**src/rtl/frv_pipeline_fetch.sv**
```systemverilog
// Instruction fetch stage: issues sequential word fetches, buffers responses and presents them to decode.
// Defining FRV_FETCH_BYPASS_EN forwards a response straight to s1 when the buffer is empty.
module frv_pipeline_fetch #(
  parameter logic [31:0] FRV_PC_RESET_VALUE = 32'h8000_0000,
  parameter int          FETCH_DEPTH        = 4
) (
  input  logic        g_clk,
  input  logic        g_reset,
  input  logic        cf_req,
  input  logic [31:0] cf_target,
  output logic        cf_ack,
  output logic        imem_cen,
  output logic [31:0] imem_addr,
  input  logic        imem_stall,
  input  logic        imem_error,
  input  logic [31:0] imem_rdata,
  output logic        s1_p_valid,
  input  logic        s1_p_busy,
  output logic [31:0] s1_data,
  output logic [31:0] s1_pc,
  output logic        s1_half,
  output logic        s1_error
);

  localparam int PTR_W = (FETCH_DEPTH > 1) ? $clog2(FETCH_DEPTH) : 1;
  localparam int CNT_W = PTR_W + 1;
  localparam logic [CNT_W:0] DEPTH_C = (CNT_W + 1)'(FETCH_DEPTH);

  logic [31:0]      pc_reg;
  logic [31:0]      resp_pc_reg;
  logic             outstanding_reg;
  logic             discard_reg;
  logic             err_stop_reg;
  logic             half_reg;
  logic             hold_reg;
  logic [PTR_W-1:0] rd_ptr_reg;
  logic [PTR_W-1:0] wr_ptr_reg;
  logic [CNT_W-1:0] count_reg;

  logic [31:0] data_mem  [FETCH_DEPTH];
  logic [31:0] pc_mem    [FETCH_DEPTH];
  logic        err_mem   [FETCH_DEPTH];
  logic        half_mem  [FETCH_DEPTH];

  logic [CNT_W:0] occupancy;
  logic           room;
  logic           resp_live;
  logic           resp_taken;
  logic           fetch_ok;
  logic           accept;
  logic           buf_empty;
  logic           push;
  logic           pop;
  logic           unused_target_bit;

  assign unused_target_bit = cf_target[0];

  assign occupancy = {1'b0, count_reg} + {{CNT_W{1'b0}}, outstanding_reg};
  assign room      = occupancy < DEPTH_C;
  assign resp_live = outstanding_reg & ~discard_reg;
  assign buf_empty = (count_reg == '0);

  // An error arriving this cycle already blocks the next request; a held stalled request
  // never coincides with a response, so the hold path needs no such gate.
  assign fetch_ok  = ~err_stop_reg & ~(resp_live & imem_error) & room & ~cf_req;
  assign imem_cen  = ~g_reset & (hold_reg | fetch_ok);
  assign imem_addr = pc_reg;
  assign cf_ack    = cf_req & ~(imem_cen & imem_stall) & ~g_reset;
  assign accept    = imem_cen & ~imem_stall;

  // A response landing in the redirect cycle belongs to the old flow and is dropped.
  assign resp_taken = resp_live & ~cf_ack;

`ifdef FRV_FETCH_BYPASS_EN
  logic bypass;
  assign bypass     = buf_empty & resp_taken & ~g_reset;
  assign s1_p_valid = ~g_reset & (~buf_empty | bypass);
  assign s1_data    = bypass ? imem_rdata  : data_mem[rd_ptr_reg];
  assign s1_pc      = bypass ? resp_pc_reg : pc_mem[rd_ptr_reg];
  assign s1_half    = bypass ? half_reg    : half_mem[rd_ptr_reg];
  assign s1_error   = bypass ? imem_error  : err_mem[rd_ptr_reg];
  assign push       = resp_taken & ~(bypass & ~s1_p_busy);
`else
  assign s1_p_valid = ~g_reset & ~buf_empty;
  assign s1_data    = data_mem[rd_ptr_reg];
  assign s1_pc      = pc_mem[rd_ptr_reg];
  assign s1_half    = half_mem[rd_ptr_reg];
  assign s1_error   = err_mem[rd_ptr_reg];
  assign push       = resp_taken;
`endif

  assign pop = s1_p_valid & ~s1_p_busy & ~buf_empty;

  always_ff @(posedge g_clk) begin
    if (g_reset) begin
      pc_reg          <= {FRV_PC_RESET_VALUE[31:2], 2'b00};
      resp_pc_reg     <= '0;
      outstanding_reg <= 1'b0;
      discard_reg     <= 1'b0;
      err_stop_reg    <= 1'b0;
      half_reg        <= 1'b0;
      hold_reg        <= 1'b0;
      rd_ptr_reg      <= '0;
      wr_ptr_reg      <= '0;
      count_reg       <= '0;
    end else begin
      hold_reg        <= imem_cen & imem_stall;
      outstanding_reg <= accept;
      discard_reg     <= accept & cf_ack;
      if (accept) begin
        resp_pc_reg <= pc_reg;
      end
      if (cf_ack) begin
        pc_reg       <= {cf_target[31:2], 2'b00};
        half_reg     <= cf_target[1];
        err_stop_reg <= 1'b0;
        rd_ptr_reg   <= '0;
        wr_ptr_reg   <= '0;
        count_reg    <= '0;
      end else begin
        if (accept) begin
          pc_reg <= pc_reg + 32'd4;
        end
        if (resp_taken) begin
          half_reg <= 1'b0;
          if (imem_error) begin
            err_stop_reg <= 1'b1;
          end
        end
        if (push) begin
          wr_ptr_reg <= wr_ptr_reg + PTR_W'(1);
        end
        if (pop) begin
          rd_ptr_reg <= rd_ptr_reg + PTR_W'(1);
        end
        case ({push, pop})
          2'b10:   count_reg <= count_reg + CNT_W'(1);
          2'b01:   count_reg <= count_reg - CNT_W'(1);
          default: count_reg <= count_reg;
        endcase
      end
    end
  end

  // Buffer storage carries no reset; occupancy alone decides what is valid.
  always_ff @(posedge g_clk) begin
    if (push) begin
      data_mem[wr_ptr_reg] <= imem_rdata;
      pc_mem[wr_ptr_reg]   <= resp_pc_reg;
      err_mem[wr_ptr_reg]  <= imem_error;
      half_mem[wr_ptr_reg] <= half_reg;
    end
  end

endmodule

```
**config.mk**
```make
export PLATFORM = sky130hd
export DESIGN_NAME = frv_pipeline_fetch
export DESIGN_NICKNAME = d
export VERILOG_FILES = /design/src/rtl/frv_pipeline_fetch.sv
export SDC_FILE = /design/constraint.sdc
export NUM_CORES = 1
export LEC_CHECK = 0
export CAP_MARGIN = 10
export CORE_MARGIN = 4
export CORE_UTILIZATION = 45
export DETAILED_ROUTE_END_ITERATION = 10
export PLACE_DENSITY = 0.78
export SYNTH_ARGS = -nofsm -noshare
export SYNTH_HDL_FRONTEND = slang
export SYNTH_SLANG_ARGS = --single-unit
```
**constraint.sdc**
```tcl
create_clock -name g_clk -period 3.2 [get_ports g_clk]
set_clock_uncertainty 0.2 [all_clocks]
set_input_delay 0.48 -clock g_clk [delete_from_list [all_inputs] [get_ports g_clk]]
set_output_delay 0.48 -clock g_clk [all_outputs]
set_load 0.02 [all_outputs]
```
Word level (Yosys, flattened, before mapping)
Memories as Yosys holds them, arrays and structs flattened. A register that Yosys moved wholly into a read port is not among the register bits.
Cells that the tools add are included.
{ "op_classes": {"n_mux": 15, "addsub": 6, "n_bitwise": 26, "eq_ne": 2, "order_cmp": 1, "reduce_logical": 6} }
{ "op_table": {"columns": ["operator", "n"], "rows": [
  ["2-to-1 mux 32 bit", 2],
  ["adder 32 x 3 -> 32 bit, second input constant", 1],
  ["2-to-1 mux 2 bit", 8],
  ["bitwise AND 1 bit", 15],
  ["NOT 1 bit", 10],
  ["one-hot mux 3 bit (2 select lines)", 1],
  ["nonzero test 2 bit", 3],
  ["adder 2 x 1 -> 2 bit, second input constant", 2],
  ["adder 3 x 1 -> 4 bit", 1],
  ["less-than comparator 4 x 3 -> 1 bit, second input constant", 1],
  ["2-to-1 mux 1 bit", 4],
  ["adder 3 x 1 -> 3 bit, second input constant", 1],
  ["logical NOT 3 bit", 1],
  ["subtractor 3 x 1 -> 3 bit, second input constant", 1],
  ["equality test 2 x 1 -> 1 bit, second input constant", 1],
  ["equality test 2 bit, second input constant", 1],
  ["AND reduction 2 bit", 1],
  ["OR reduction 2 bit", 1],
  ["bitwise OR 1 bit", 1]
]} }
{ "word_totals": {"in_bits": 70, "memories": 4, "wordCells": 71, "ram_bits": 264, "out_inout_bits": 101, "register_bits": 76} }
{ "mem_list": {"columns": ["memory", "depth", "word_bits", "rd", "rd_ports_with_merged_regs", "wr", "line", "source"], "rows": [
  ["data_mem", 4, 32, 1, 1, 1, "40", "logic [31:0] data_mem [FETCH_DEPTH];"],
  ["pc_mem", 4, 32, 1, 1, 1, "41", "logic [31:0] pc_mem [FETCH_DEPTH];"],
  ["err_mem", 4, 1, 1, 1, 1, "42", "logic err_mem [FETCH_DEPTH];"],
  ["half_mem", 4, 1, 1, 1, 1, "43", "logic half_mem [FETCH_DEPTH];"]
]} }

Logic depth before layout (Yosys ltp)
{ "depth": {"word_depth": 17, "mapped_depth": 11, "ltp_nobuf": 10} }

Worst setup path after synthesis
Ideal clock, no wire load.
{ "synth_path": {"kind": "input -> register", "startpoint": "input cf_req", "endpoint": "memory data_mem[0][0] (enable)", "setup_ns": 0.429, "setup_slack_ns": 0.135, "arrival_ns": 2.436, "cell_stages": 3, "t_required_ns": 2.571, "n_path_buf": 0, "cell_sequence": "a21boi_2 > nand2_1 > and3_1"} }
{ "synth_via": {"elab_chain_cells": 12} }
{ "synth_lines": {"columns": ["item", "line", "source"], "rows": [
  ["start, declared", "9", "input logic cf_req,"],
  ["NOT 1 bit", "65", "assign fetch_ok = ~err_stop_reg & ~(resp_live & imem_error) & room & ~cf_req;"],
  ["bitwise AND 1 bit", "65", null],
  ["bitwise OR 1 bit", "66", "assign imem_cen = ~g_reset & (hold_reg | fetch_ok);"],
  ["bitwise AND 1 bit", "66", null],
  ["bitwise AND 1 bit", "68", "assign cf_ack = cf_req & ~(imem_cen & imem_stall) & ~g_reset;"],
  ["NOT 1 bit", "68", null],
  ["bitwise AND 1 bit (*) (2 in a row)", "68", null],
  ["NOT 1 bit (*)", "72", "assign resp_taken = resp_live & ~cf_ack;"],
  ["bitwise AND 1 bit (*)", "72", null],
  ["2-to-1 mux 1 bit (*)", "147", "if (push) begin"],
  ["2-to-1 mux 1 bit (implied by the code) (*)", "148", "data_mem[wr_ptr_reg] <= imem_rdata;"],
  ["end, declared", "40", null]
]} }
Mark *: on every way between the ends. The rest lies on a longest branch, timed or not.

==> run_results.csv <==
group,metric,value,unit
critical_path,cp.required,2520,ps
clock_tree,cts_num_sinks,330,
route,routed-via-count,7707,
critical_path,worstPathMaxFanout,45,
sta,max_clock_freq,327.3,MHz
placement,place.detailed.hpwl,18.74,mm
clock_tree,clock_tree.htree_level_count,2,
global_routing,grt_antenna_before_repair,0,
die,io-pin-count,171,
global_routing,gr-usage-all-layers,18.58,%
synthesis,postSynthRegisterBits,330,
route,antenna_violating_nets_post_route,0,
cells_and_area,antennaDiodeCount,0,
die,initial_core_util,45.97,%
sta,unrepaired_setup_endpoints_after_global_routing,"no",
sta,tightestPinTransition,889.4,ps
route,detailroute.wirelength.met3,2.308,mm
sta,finalWorstPathRequiredPeriod,3056,ps
critical_path,rrSetupSlack,700,ps
clock_tree,cts-hold-fix-buffers,0,
die,num_rows,61,
global_routing,global_route_wire_length_before_repair,45.42,mm
synthesis,ys_async_rst_share,0,%
route,post-route-drc-count,0,
cells_and_area,post_route_cells_drive_above_1_share,17.40,%
synthesis,synth_seq_area_share,71.21,%
route,routed_wire_length_per_instance,21.21,µm
route,detailedRoute.firstIterationViolations,604,
die,fp.dieH,177.2,µm
global_routing,grt_max_degree,54,
synthesis,number_of_enable_flip_flop_cells_after_synthesis,256,
min_path,min-delay-start,"resp_pc_reg[20]$_SDFFE_PP0P_",
placement,port-buffer-count,165,
critical_path,worst_ep_arrival_time,2380,ps
power_and_ir_drop,ir_worst_vdd,0.0002935,V
synthesis,ys.warnings.count,0,
clock_tree,cts_inserted_buffers,35,
clock_tree,cts_tree,"yes",
placement,gpl.final_weighted_congestion,0.8887,
global_routing,overflow,0,
clock_tree,clkSlewWorstSetupHoldPaths,60,ps
critical_path,crit_path_end_kind,"primary output",
global_routing,number_of_global_route_vias_before_repair,7965,
power_and_ir_drop,power_per_cell_area,581.9,nW/µm²
clock_tree,worst_skew_pair.late_latency,510,ps
sta,timing.final.crit_share,95.49,%
route,detail_route.vias_per_cell,5.617,
sta,setup_viol,0,
die,core-area,28010,µm²
cells_and_area,largest_registers_ranked_by_flip_flop_count,"data_mem x128, pc_mem x120",
min_path,hp-class,"flip-flop to flip-flop",
sta,tns,0,ps
clock_tree,number_of_buffers_on_the_longest_clock_path,3,
cells_and_area,final_design_area_no_fill,16450,µm²
outcome,status,"finished, final reports clean",
sta,hold_viol,0,
synthesis,postSynthCellCount,774,
route,route.top_layer_used,"met4",
critical_path,crit-reg2reg-launch,"imem_addr[2]$_SDFFE_PP0P_",
synthesis,leading_register_cell_type_out_of_synthesis,"sky130_fd_sc_hd__edfxtp_1",
die,die_area,31380,µm²
cells_and_area,fin_nets,1045,
sta,relSlewSlack,40.49,%
clock_tree,post-cts-setup-buffer-count,0,
synthesis,netlist_area,12880,µm²
synthesis,synth_area_per_inst,16.64,µm²
clock_tree,cts_repair_resize_count,0,
cells_and_area,regMostFlops,"data_mem",
route,detail_route.first_pass.iterations,5,
cells_and_area,flow.area_growth_from_synthesis,27.79,%
cells_and_area,largest_register_ff_count,128,
critical_path,critPathLaunchType,"flip-flop",
flow_run,cap_violations,0,
cells_and_area,num-fill-cells,2105,
route,drt-met1-wl,12.35,mm
sta,timing.final.max_slew_violations,0,
clock_tree,cts-root-buf,"sky130_fd_sc_hd__clkbuf_16",
route,met2WireLength,13.81,mm
route,wire_length_after_detailed_routing,29.10,mm
critical_path,setup.worst_path.class,"flip-flop to primary output",
power_and_ir_drop,leakagePower,5.398,nW
placement,post_dp_cell_area,15200,µm²
synthesis,synthDistinctLibCells,65,
power_and_ir_drop,pwr_total,0.009575,W
die,dieWidth,177.2,µm
## layout make-up
cell class | count | area (µm²) | area share, %
Clock buffer | 46 | 1031 | 6.266
Clock inverter | 17 | 220.2 | 1.338
Timing Repair Buffer | 201 | 2013 | 12.23
Sequential cell | 330 | 9176 | 55.77
Tap cell | 378 | 473.0 | 2.874
Inverter | 40 | 150.1 | 0.9125
Multi-Input combinational cell | 360 | 3391 | 20.61
## critical path, cell delays in order (launching register included)
cell                              delay [ps]
sky130_fd_sc_hd__dfxtp_4                 360
sky130_fd_sc_hd__buf_12                  330
sky130_fd_sc_hd__mux4_2                  560
sky130_fd_sc_hd__clkdlybuf4s50_1         590
## layer usage
layer | vias up | global-route usage (%)
met5 | - | 0
li1 | 3478 | -
met4 | 0 | 4.642
met1 | 3824 | 26.44
met2 | 347 | 29.84
met3 | 58 | 3.653
## worst paths after layout
| path | to | cells after the start |
|---|---|---|
| min | pc_mem[2][20]$_DFFE_PP_ | 0 |
| max reg2reg | imem_addr[26]$_SDFFE_PP0P_ | 6 |
| min reg2reg | pc_mem[2][20]$_DFFE_PP_ | 0 |
| max | s1_data[9] | 3 |
## power by group
group	leakage, nW	internal, W	switching (W)
Sequential	3.04	0.00467	0.0000696
Clock	0.611	0.00268	0.00160
Combinational	1.74	0.000257	0.000297
## cell usage after synthesis, drive strengths merged, types with 8 or more instances
master	number	area share (%)
dfxtp	74	12
buf	20	0.86
a22oi	15	0.87
inv	39	1.1
a21oi	18	0.70
xnor2	10	0.68
edfxtp	256	60
nor2	24	0.70
nor3	11	0.43
nand2	24	0.70
and4	8	0.57
nand3	11	0.43
o21ai	44	1.7
clkbuf	27	0.80
o211ai	32	1.9
mux4	64	11
and3	11	0.53
## through the flow
step | setup WS (ps) | hold slack [ps] | utilization, % | std cells
after floorplan | 134.6 | 252.1 | - | 777
after global placement | 196.4 | 277.6 | 54.26 | 1309
after detailed placement | 181.6 | 287.6 | 54.26 | 1309
after CTS | 32.55 | 303.7 | 58.73 | 1372
after global routing | 8.883 | 324.8 | 58.74 | 1372
final | 144.4 | 303.3 | 58.74 | 1372
## layout by cell type (no fill, tap or decap), types with 7 or more instances in the layout
| cell type | synthesis | routed |
|---|---|---|
| sky130_fd_sc_hd__a21oi_1 | 18 | 18 |
| sky130_fd_sc_hd__a22oi_1 | 15 | 15 |
| sky130_fd_sc_hd__and3_1 | 11 | 7 |
| sky130_fd_sc_hd__buf_12 | 0 | 7 |
| sky130_fd_sc_hd__buf_4 | 4 | 28 |
| sky130_fd_sc_hd__clkbuf_16 | 0 | 38 |
| sky130_fd_sc_hd__clkdlybuf4s50_1 | 0 | 165 |
| sky130_fd_sc_hd__dfxtp_1 | 74 | 72 |
| sky130_fd_sc_hd__edfxtp_1 | 256 | 256 |
| sky130_fd_sc_hd__inv_1 | 39 | 39 |
| sky130_fd_sc_hd__mux4_2 | 64 | 64 |
| sky130_fd_sc_hd__nand2_1 | 24 | 24 |
| sky130_fd_sc_hd__nand3_1 | 11 | 11 |
| sky130_fd_sc_hd__nor2_1 | 24 | 24 |
| sky130_fd_sc_hd__nor3_1 | 11 | 11 |
| sky130_fd_sc_hd__o211ai_1 | 32 | 32 |
| sky130_fd_sc_hd__o21ai_0 | 35 | 35 |
| sky130_fd_sc_hd__o21ai_1 | 9 | 9 |
| sky130_fd_sc_hd__xnor2_1 | 10 | 10 |
## cells by family (layout without fill, tap and decap cells)
family          count (synthesis)  in the layout  synth area share [%]
compound gates                150            150                 7.881
xor+xnor                       13             13                0.8843
fa+ha+maj                       7              7                0.7385
buf+inv                        87            304                 2.818
flops                         330            330                 71.21
mux                            64             64                 11.19
other cells                     1              4               0.02912
simple gates                  122            122                 5.247
Power figures use the tool's default switching activity.
